`src/rtl/countdown_sequencer.sv`:
```
// Frame-synchronous seconds countdown feeding the countdown pixel generator.
// Counts START_SEC..0 in whole seconds, holds GO for GO_HOLD_SEC seconds, then pulses done.
module countdown_sequencer #(
    parameter int unsigned CLK_HZ      = 40_000_000,
    parameter int unsigned START_SEC   = 3,
    parameter int unsigned GO_HOLD_SEC = 1
) (
    input  logic       clk,
    input  logic       reset_n,
    input  logic       start,
    input  logic       pause,
    input  logic       abort,
    input  logic       frame_tick,
    output logic [3:0] sec_1s,
    output logic       go_on,
    output logic       running,
    output logic       done
);

    localparam int unsigned PW = $clog2(CLK_HZ);
    localparam int unsigned HW = (GO_HOLD_SEC > 1) ? $clog2(GO_HOLD_SEC) : 1;

    localparam logic [PW-1:0] PRE_MAX     = PW'(CLK_HZ - 1);
    localparam logic [3:0]    START_DIGIT = 4'(START_SEC);
    localparam logic [HW-1:0] HOLD_INIT   = HW'(GO_HOLD_SEC - 1);

    typedef enum logic [1:0] {
        IDLE  = 2'd0,
        COUNT = 2'd1,
        GO    = 2'd2
    } state_t;

    state_t        state;
    state_t        state_next;
    logic [PW-1:0] prescaler;
    logic [3:0]    sec_cnt;
    logic [HW-1:0] hold_cnt;
    logic          done_q;

    logic          active;
    logic          sec_tick;
    logic          finish;

    always_comb begin
        active   = (state == COUNT) || (state == GO);
        sec_tick = active && (prescaler == PRE_MAX) && !pause;
        finish   = (state == GO) && sec_tick && (hold_cnt == '0) && !abort;
    end

    always_ff @(posedge clk or negedge reset_n) begin
        if (!reset_n) begin
            state <= IDLE;
        end else begin
            state <= state_next;
        end
    end

    always_comb begin
        state_next = state;
        if (abort) begin
            state_next = IDLE;
        end else begin
            case (state)
                IDLE:    if (start) state_next = COUNT;
                COUNT:   if (sec_tick && (sec_cnt == '0)) state_next = GO;
                GO:      if (sec_tick && (hold_cnt == '0)) state_next = IDLE;
                default: state_next = IDLE;
            endcase
        end
    end

    always_comb begin
        running = (state == COUNT) || (state == GO);
        done    = done_q;
    end

    // Prescaler sits at zero in IDLE, so an accepted start always begins a full second.
    always_ff @(posedge clk or negedge reset_n) begin
        if (!reset_n) begin
            prescaler <= '0;
        end else if (abort || !active) begin
            prescaler <= '0;
        end else if (!pause) begin
            prescaler <= sec_tick ? '0 : prescaler + PW'(1);
        end
    end

    always_ff @(posedge clk or negedge reset_n) begin
        if (!reset_n) begin
            sec_cnt <= START_DIGIT;
        end else if (abort || (state == IDLE) || finish) begin
            sec_cnt <= START_DIGIT;
        end else if ((state == COUNT) && sec_tick && (sec_cnt != '0)) begin
            sec_cnt <= sec_cnt - 4'd1;
        end
    end

    always_ff @(posedge clk or negedge reset_n) begin
        if (!reset_n) begin
            hold_cnt <= HOLD_INIT;
        end else if ((state == COUNT) && (state_next == GO)) begin
            hold_cnt <= HOLD_INIT;
        end else if ((state == GO) && sec_tick && (hold_cnt != '0)) begin
            hold_cnt <= hold_cnt - HW'(1);
        end
    end

    always_ff @(posedge clk or negedge reset_n) begin
        if (!reset_n) begin
            done_q <= 1'b0;
        end else begin
            done_q <= finish;
        end
    end

    // Display copies the pre-edge state, so a same-edge state change shows up one tick later.
    always_ff @(posedge clk or negedge reset_n) begin
        if (!reset_n) begin
            sec_1s <= START_DIGIT;
            go_on  <= 1'b0;
        end else if (frame_tick) begin
            sec_1s <= sec_cnt;
            go_on  <= (state == GO);
        end
    end

endmodule

```
`config.mk`:
```
export PLATFORM = sky130hd
export DESIGN_NAME = countdown_sequencer
export DESIGN_NICKNAME = d
export VERILOG_FILES = /design/src/rtl/countdown_sequencer.sv
export SDC_FILE = /design/constraint.sdc
export NUM_CORES = 1
export LEC_CHECK = 0
export ABC_AREA = 1
export CAP_MARGIN = 20
export CORE_UTILIZATION = 40
export CTS_CLUSTER_SIZE = 10
export DETAILED_ROUTE_END_ITERATION = 8
export GPL_ROUTABILITY_DRIVEN = 0
export GPL_TIMING_DRIVEN = 0
export SLEW_MARGIN = 10
export SYNTH_ARGS = -nofsm -noshare
export SYNTH_HDL_FRONTEND = slang
export SYNTH_SLANG_ARGS = --single-unit
```
`constraint.sdc`:
```
create_clock -name clk -period 3.2 [get_ports clk]
set_clock_uncertainty 0.1 [all_clocks]
set_input_delay 0.64 -clock clk [delete_from_list [all_inputs] [get_ports clk]]
set_output_delay 0.64 -clock clk [all_outputs]
set_load 0.005 [all_outputs]
```
# Word-level counts from Yosys, hierarchy flattened
# Cells that the tools add are included.
[op_classes] muxes=12 n_reduce_logical=23 add_sub_neg=3 bitwise=1 n_eq_ne=5
[op_table] operator="2-to-1 mux 26 bit" n=3
[op_table] operator="adder 26 x 1 -> 26 bit, second input constant" n=1
[op_table] operator="equality test 26 bit, second input constant" n=1
[op_table] operator="logical AND 1 bit" n=11
[op_table] operator="2-to-1 mux 2 bit" n=4
[op_table] operator="2-to-1 mux 4 bit" n=2
[op_table] operator="one-hot mux 2 bit (3 select lines)" n=1
[op_table] operator="equality test 2 bit, second input constant" n=2
[op_table] operator="logical NOT 4 bit" n=1
[op_table] operator="logical OR 1 bit" n=4
[op_table] operator="nonzero test 2 bit" n=2
[op_table] operator="nonzero test 4 bit" n=1
[op_table] operator="subtractor 4 x 1 -> 4 bit, second input constant" n=1
[op_table] operator="logical NOT 1 bit" n=3
[op_table] operator="equality test 2 x 1 -> 1 bit, second input constant" n=1
[op_table] operator="logical NOT 2 bit" n=1
[op_table] operator="2-to-1 mux 1 bit" n=2
[op_table] operator="!= test 2 x 1 -> 1 bit, second input constant" n=1
[op_table] operator="NOT 1 bit" n=1
[op_table] operator="subtractor 1 bit, second input constant" n=1
[word_totals] input_bits=6 reg_bits=39

# Logic depth before layout (Yosys ltp)
[logic_depth] word_depth=11 mapped_depth=12

# Least setup slack after synthesis
# OpenSTA, ideal clock, no wires.
[synth_path] kind="register to register" startpoint="reg state[0]" endpoint="reg prescaler[15]" setup_ns=0.138 setup_slack_ns=1.327 path_buffers=1 arrival_time_ns=1.635 path_stages_with_launch=11 period_less_slack_ns=1.873 cell_sequence="dfrtp_1 > inv_1 > ha_1 > nand2_1 > nor2_1 > nand3_1 > nor2_8 > nor2_4 > buf_4 > nand2_1 > a31oi_1"
[synth_between] elab_chain_len=7 elab_cells_between_ends=11 cone_classes="eq/ne (3); mux (3); reduce/logical (5)"
[synth_rtl] item="start, declared" line="33" text="state_t state;"
[synth_rtl] item="start signal, assigned" line="54" text="state <= state_next;"
[synth_rtl] item="equality test 2 x 1 -> 1 bit or equality test 2 bit (tied branches)"
[synth_rtl] item="logical OR 1 bit (*)"
[synth_rtl] item="via running" line="16" text="output logic running,"
[synth_rtl] item="logical AND 1 bit (2 in series)" line="46" text="sec_tick = active && (prescaler == PRE_MAX) && !pause;"
[synth_rtl] item="2-to-1 mux 26 bit" line="84" text="prescaler <= sec_tick ? '0 : prescaler + PW'(1);"
[synth_rtl] item="2-to-1 mux 26 bit" line="83" text="end else if (!pause) begin"
[synth_rtl] item="2-to-1 mux 26 bit" line="81" text="end else if (abort || !active) begin"
[synth_rtl] item="end signal, assigned" line="84"
[synth_rtl] item="end, declared" line="35" text="logic [PW-1:0] prescaler;"
# The timed path passes the listed nets; every way through them passes the cells marked *. The select of a mux whose other input is x is not followed.
# A chain may end at the register's enable or synchronous reset.

# Worst setup path after layout
[layout_path] startpoint="reg state[0]" endpoint="out running"
[layout_between] elab_chain_len=2 elab_cells_between_ends=3 cone_classes="eq/ne (2); reduce/logical (1)"
[layout_rtl] item="equality test 2 x 1 -> 1 bit or equality test 2 bit (tied branches)" line="73" text="running = (state == COUNT) || (state == GO);"
[layout_rtl] item="logical OR 1 bit (*)" line="73"
[layout_rtl] item="end, declared" line="16"
# Every way passes the cells marked *; elsewhere a longest branch is shown, timed or not.

==> impl_metrics.xml <==
<?xml version="1.0" encoding="UTF-8"?>
<metrics>
  <group name="status">
    <metric name="status" unit="">complete, no violations</metric>
  </group>
  <group name="floorplan">
    <metric name="core_region" unit="um2">5610</metric>
    <metric name="placementRows" unit="">27</metric>
    <metric name="die_x" unit="um">79.0</metric>
    <metric name="initial_utilization" unit="%">42.2</metric>
    <metric name="chip_height" unit="um">79.0</metric>
    <metric name="design.die.area" unit="um2">6230</metric>
    <metric name="floorplan.io_pins" unit="">13</metric>
  </group>
  <group name="detailed_routing">
    <metric name="viasPerCell" unit="">4.93</metric>
    <metric name="dr_total_vias" unit="">1998</metric>
    <metric name="avgRoutedWirePerCell" unit="um">12.7</metric>
    <metric name="firstDrtPassIters" unit="">4</metric>
    <metric name="drtAntennaViolNets" unit="">0</metric>
    <metric name="detail_route.iter0.violations" unit="">109</metric>
    <metric name="drt_drc_violations_left" unit="">0</metric>
    <metric name="drt_wl_total" unit="um">5150</metric>
  </group>
  <group name="clock_network">
    <metric name="insertion_delay" unit="ps">300</metric>
    <metric name="clock_edge_transition_at_the_registers_on_the_reported_setup_and_hold_paths" unit="ps">80</metric>
    <metric name="cts_setup_buffers" unit="">0</metric>
    <metric name="clock-root-buffer" unit="">sky130_fd_sc_hd__clkbuf_8</metric>
    <metric name="cts_hold_buf" unit="">0</metric>
    <metric name="htreeDepth" unit="">2</metric>
    <metric name="cts_buffer_depth" unit="">2</metric>
    <metric name="cts_tree" unit="">done</metric>
    <metric name="clkSinkCount" unit="">39</metric>
    <metric name="cts_inserted_buffers" unit="">5</metric>
    <metric name="post_cts_resize_count" unit="">0</metric>
  </group>
  <group name="synth">
    <metric name="synth.ff_latch_count" unit="">39</metric>
    <metric name="synth.mux.area_fraction" unit="%">0.898</metric>
    <metric name="synth_simple_gate_area_share" unit="%">32.2</metric>
    <metric name="largest_family_of_logic_cells_by_synthesized_area" unit="">simple AND/OR/NAND/NOR gates</metric>
    <metric name="synthesis.area" unit="um2">2370</metric>
    <metric name="syn-num-nets" unit="">326</metric>
    <metric name="syn-instance-count" unit="">313</metric>
    <metric name="synth_async_sr_flop_share" unit="%">100</metric>
    <metric name="synth_compound_area_share" unit="%">9.67</metric>
    <metric name="postSynthAreaPerCell" unit="um2">7.57</metric>
    <metric name="count_of_synthesis_stage_warnings_from_yosys" unit="">0</metric>
    <metric name="synth_edf_count" unit="">0</metric>
    <metric name="post_synth_fa_ha_maj_area_fraction" unit="%">3.70</metric>
    <metric name="seq_area_frac_synth" unit="%">41.4</metric>
    <metric name="synth_cell_types" unit="">37</metric>
    <metric name="post_synth_xor_area_fraction" unit="%">3.33</metric>
    <metric name="ys.flop_type" unit="">sky130_fd_sc_hd__dfrtp_1</metric>
  </group>
  <group name="setup_path">
    <metric name="regToRegStartpoint" unit="">state[0]</metric>
    <metric name="setup.worst_path.end_class" unit="">output port</metric>
    <metric name="start_kind" unit="">flop</metric>
    <metric name="crit_type" unit="">flop to output port</metric>
    <metric name="setup.worst_path.start" unit="">state[0]</metric>
    <metric name="worst-endpoint-arrival" unit="ps">1610</metric>
    <metric name="critical_path_required" unit="ps">2460</metric>
    <metric name="worst-path-max-fanout" unit="">3</metric>
  </group>
  <group name="finish">
    <metric name="area_growth_syn_to_layout" unit="%">14.2</metric>
    <metric name="final_net_count" unit="">345</metric>
    <metric name="layout.filler_cells" unit="">594</metric>
    <metric name="fraction_of_layout_cells_with_a_size_suffix_above_1" unit="%">12.3</metric>
    <metric name="antennaDiodeCount" unit="">0</metric>
    <metric name="layout_commonest_cell" unit="">sky130_fd_sc_hd__nand2_1</metric>
    <metric name="mostFrequentLayoutCells" unit="">69 x sky130_fd_sc_hd__nand2_1, 46 x sky130_fd_sc_hd__inv_1, 42 x sky130_fd_sc_hd__nor2_1, 35 x sky130_fd_sc_hd__dfrtp_1, 16 x sky130_fd_sc_hd__a21oi_1</metric>
  </group>
  <group name="sta">
    <metric name="setup_repair_after_global_routing_missed_its_margin" unit="">no</metric>
    <metric name="slew_violations" unit="">0</metric>
    <metric name="timing.setup.tns" unit="ps">0</metric>
    <metric name="max_slew.worst_pin.slew" unit="ps">501</metric>
    <metric name="fmax" unit="MHz">425</metric>
    <metric name="final_min_period_over_clock_period" unit="%">73.5</metric>
    <metric name="report.final.hold_viol_count" unit="">0</metric>
    <metric name="timing.slew.headroom" unit="%">66.6</metric>
    <metric name="timing.final.setup_violations" unit="">0</metric>
    <metric name="min_period" unit="ps">2350</metric>
    <metric name="timing.final.ws_setup" unit="ps">848</metric>
  </group>
  <group name="placement">
    <metric name="detailedPlacementHpwl" unit="um">4050</metric>
    <metric name="count_of_input_and_output_buffers" unit="">11</metric>
    <metric name="dp_slack" unit="ps">601</metric>
  </group>
  <group name="min_path">
    <metric name="worst_hold_path_type" unit="">input pin to async pin</metric>
  </group>
  <group name="global_routing">
    <metric name="grt_pass1_vias" unit="">1901</metric>
    <metric name="grt_pass1_wl" unit="um">9040</metric>
    <metric name="residual_overflow_from_global_routing" unit="">0</metric>
    <metric name="largest_net_degree_at_the_start_of_global_routing" unit="">21</metric>
    <metric name="groute.usage.overall" unit="%">19.0</metric>
    <metric name="grt_antenna_before_repair" unit="">0</metric>
  </group>
  <group name="power_and_ir_drop">
    <metric name="worst_ir_drop_vdd" unit="mV">0.304</metric>
    <metric name="power_report.internal_total" unit="uW">755</metric>
    <metric name="power.share.clock" unit="%">42.4</metric>
    <metric name="seq_pwr_share" unit="%">50.4</metric>
    <metric name="switching_power" unit="uW">236</metric>
    <metric name="power.density" unit="nW/um2">366</metric>
    <metric name="power.switching_fraction" unit="%">23.8</metric>
    <metric name="combPwrFrac" unit="%">7.2</metric>
    <metric name="cellLeakagePower" unit="uW">0.00124</metric>
  </group>
  <group name="run">
    <metric name="drv_cap" unit="">0</metric>
  </group>
</metrics>
worst paths after layout:
| check | to | slack, ps | cells after the start |
|---|---|---|---|
| hold / removal | prescaler[5] | 190 | 1 |
| max in group asynchronous | sec_cnt[1] | 2260 | 2 |
| setup / recovery | running | 850 | 3 |
| setup reg to reg | prescaler[11] | 980 | 8 |
| hold reg to reg | done | 390 | 1 |
| min in group clk | done | 390 | 1 |
metrics by stage:
stage / power [uW] / utilization (%) / instances / cell area [um2] / hold slack [ps]
final: 990 / 48.2 / 405 / 2700 / 192
after floorplan: 545 / - / 313 / 2370 / 244
after global routing: 1030 / 48.2 / 405 / 2700 / 228
after global placement: 577 / 45.8 / 396 / 2570 / 379
after detailed placement: 581 / 46.2 / 397 / 2590 / 381
after CTS: 1000 / 48.2 / 405 / 2700 / 208
Yosys cell counts, types with 2 or more instances:
| cell type | number | area share (%) |
|---|---|---|
| sky130_fd_sc_hd__a21oi_1 | 16 | 3.4 |
| sky130_fd_sc_hd__a31oi_1 | 2 | 0.53 |
| sky130_fd_sc_hd__dfrtp_1 | 35 | 37 |
| sky130_fd_sc_hd__dfstp_2 | 4 | 4.4 |
| sky130_fd_sc_hd__ha_1 | 7 | 3.7 |
| sky130_fd_sc_hd__inv_1 | 46 | 7.3 |
| sky130_fd_sc_hd__inv_2 | 4 | 0.63 |
| sky130_fd_sc_hd__nand2_1 | 69 | 11 |
| sky130_fd_sc_hd__nand2_2 | 4 | 1.1 |
| sky130_fd_sc_hd__nand2_4 | 3 | 1.4 |
| sky130_fd_sc_hd__nand3_1 | 14 | 3.0 |
| sky130_fd_sc_hd__nand4_1 | 9 | 2.4 |
| sky130_fd_sc_hd__nor2_1 | 42 | 6.7 |
| sky130_fd_sc_hd__nor2_2 | 3 | 0.79 |
| sky130_fd_sc_hd__nor2_4 | 3 | 1.4 |
| sky130_fd_sc_hd__nor3_1 | 9 | 1.9 |
| sky130_fd_sc_hd__nor3_2 | 2 | 0.85 |
| sky130_fd_sc_hd__o21ai_0 | 13 | 2.7 |
| sky130_fd_sc_hd__o22ai_1 | 3 | 0.79 |
| sky130_fd_sc_hd__xor2_1 | 8 | 3.0 |
registers in the layout, indices dropped and copies added (netlist names):
register / cells
done: 1
go_on: 1
state: 2
sec_cnt: 4
hold_cnt: 1
prescaler: 26
sec_1s: 4
metal layers:
metal	track usage (%)	routed length, um	vias up	part of all wire [%]
met1	28.0	2710	924	53
met2	28.2	2220	33	43
met5	0	0	-	0
met3	3.79	170	5	3.3
li1	-	-	1036	-
met4	5.45	49	0	0.95
final cells by class:
class	count	area, um2	share of cell area, %
Multi-Input combinational cell	220	1180	43.6
Sequential cell	39	981	36.3
Inverter	51	193	7.13
Timing Repair Buffer	12	133	4.91
Tap cell	72	90.1	3.33
Clock buffer	5	68.8	2.55
Clock inverter	3	43.8	1.62
Buffer	3	16.3	0.602
cell families after synthesis:
group | after synthesis
and+or+nand+nor | 162
buffers and inverters | 54
muxes | 2
adders and majority gates | 7
AOI/OAI and AO/OA | 40
xor gates and xnor gates | 9
DFF | 39
power by group through the flow:
stage               sequential (uW)  clock, uW  combinational (uW)
finish                          499        420                71.4
CTS                             499        432                72.8
detailed placement              508          0                72.6
global route                    499        452                81.7
global placement                508          0                68.5
floorplan                       508          0                36.4
worst max-delay path, stage by stage (launching register included):
cell and delay (ps):
sky130_fd_sc_hd__dfrtp_1 380, sky130_fd_sc_hd__inv_1 80, sky130_fd_sc_hd__ha_1 340, sky130_fd_sc_hd__clkdlybuf4s50_1 510
Note: power is estimated with default switching activity, not from simulation.
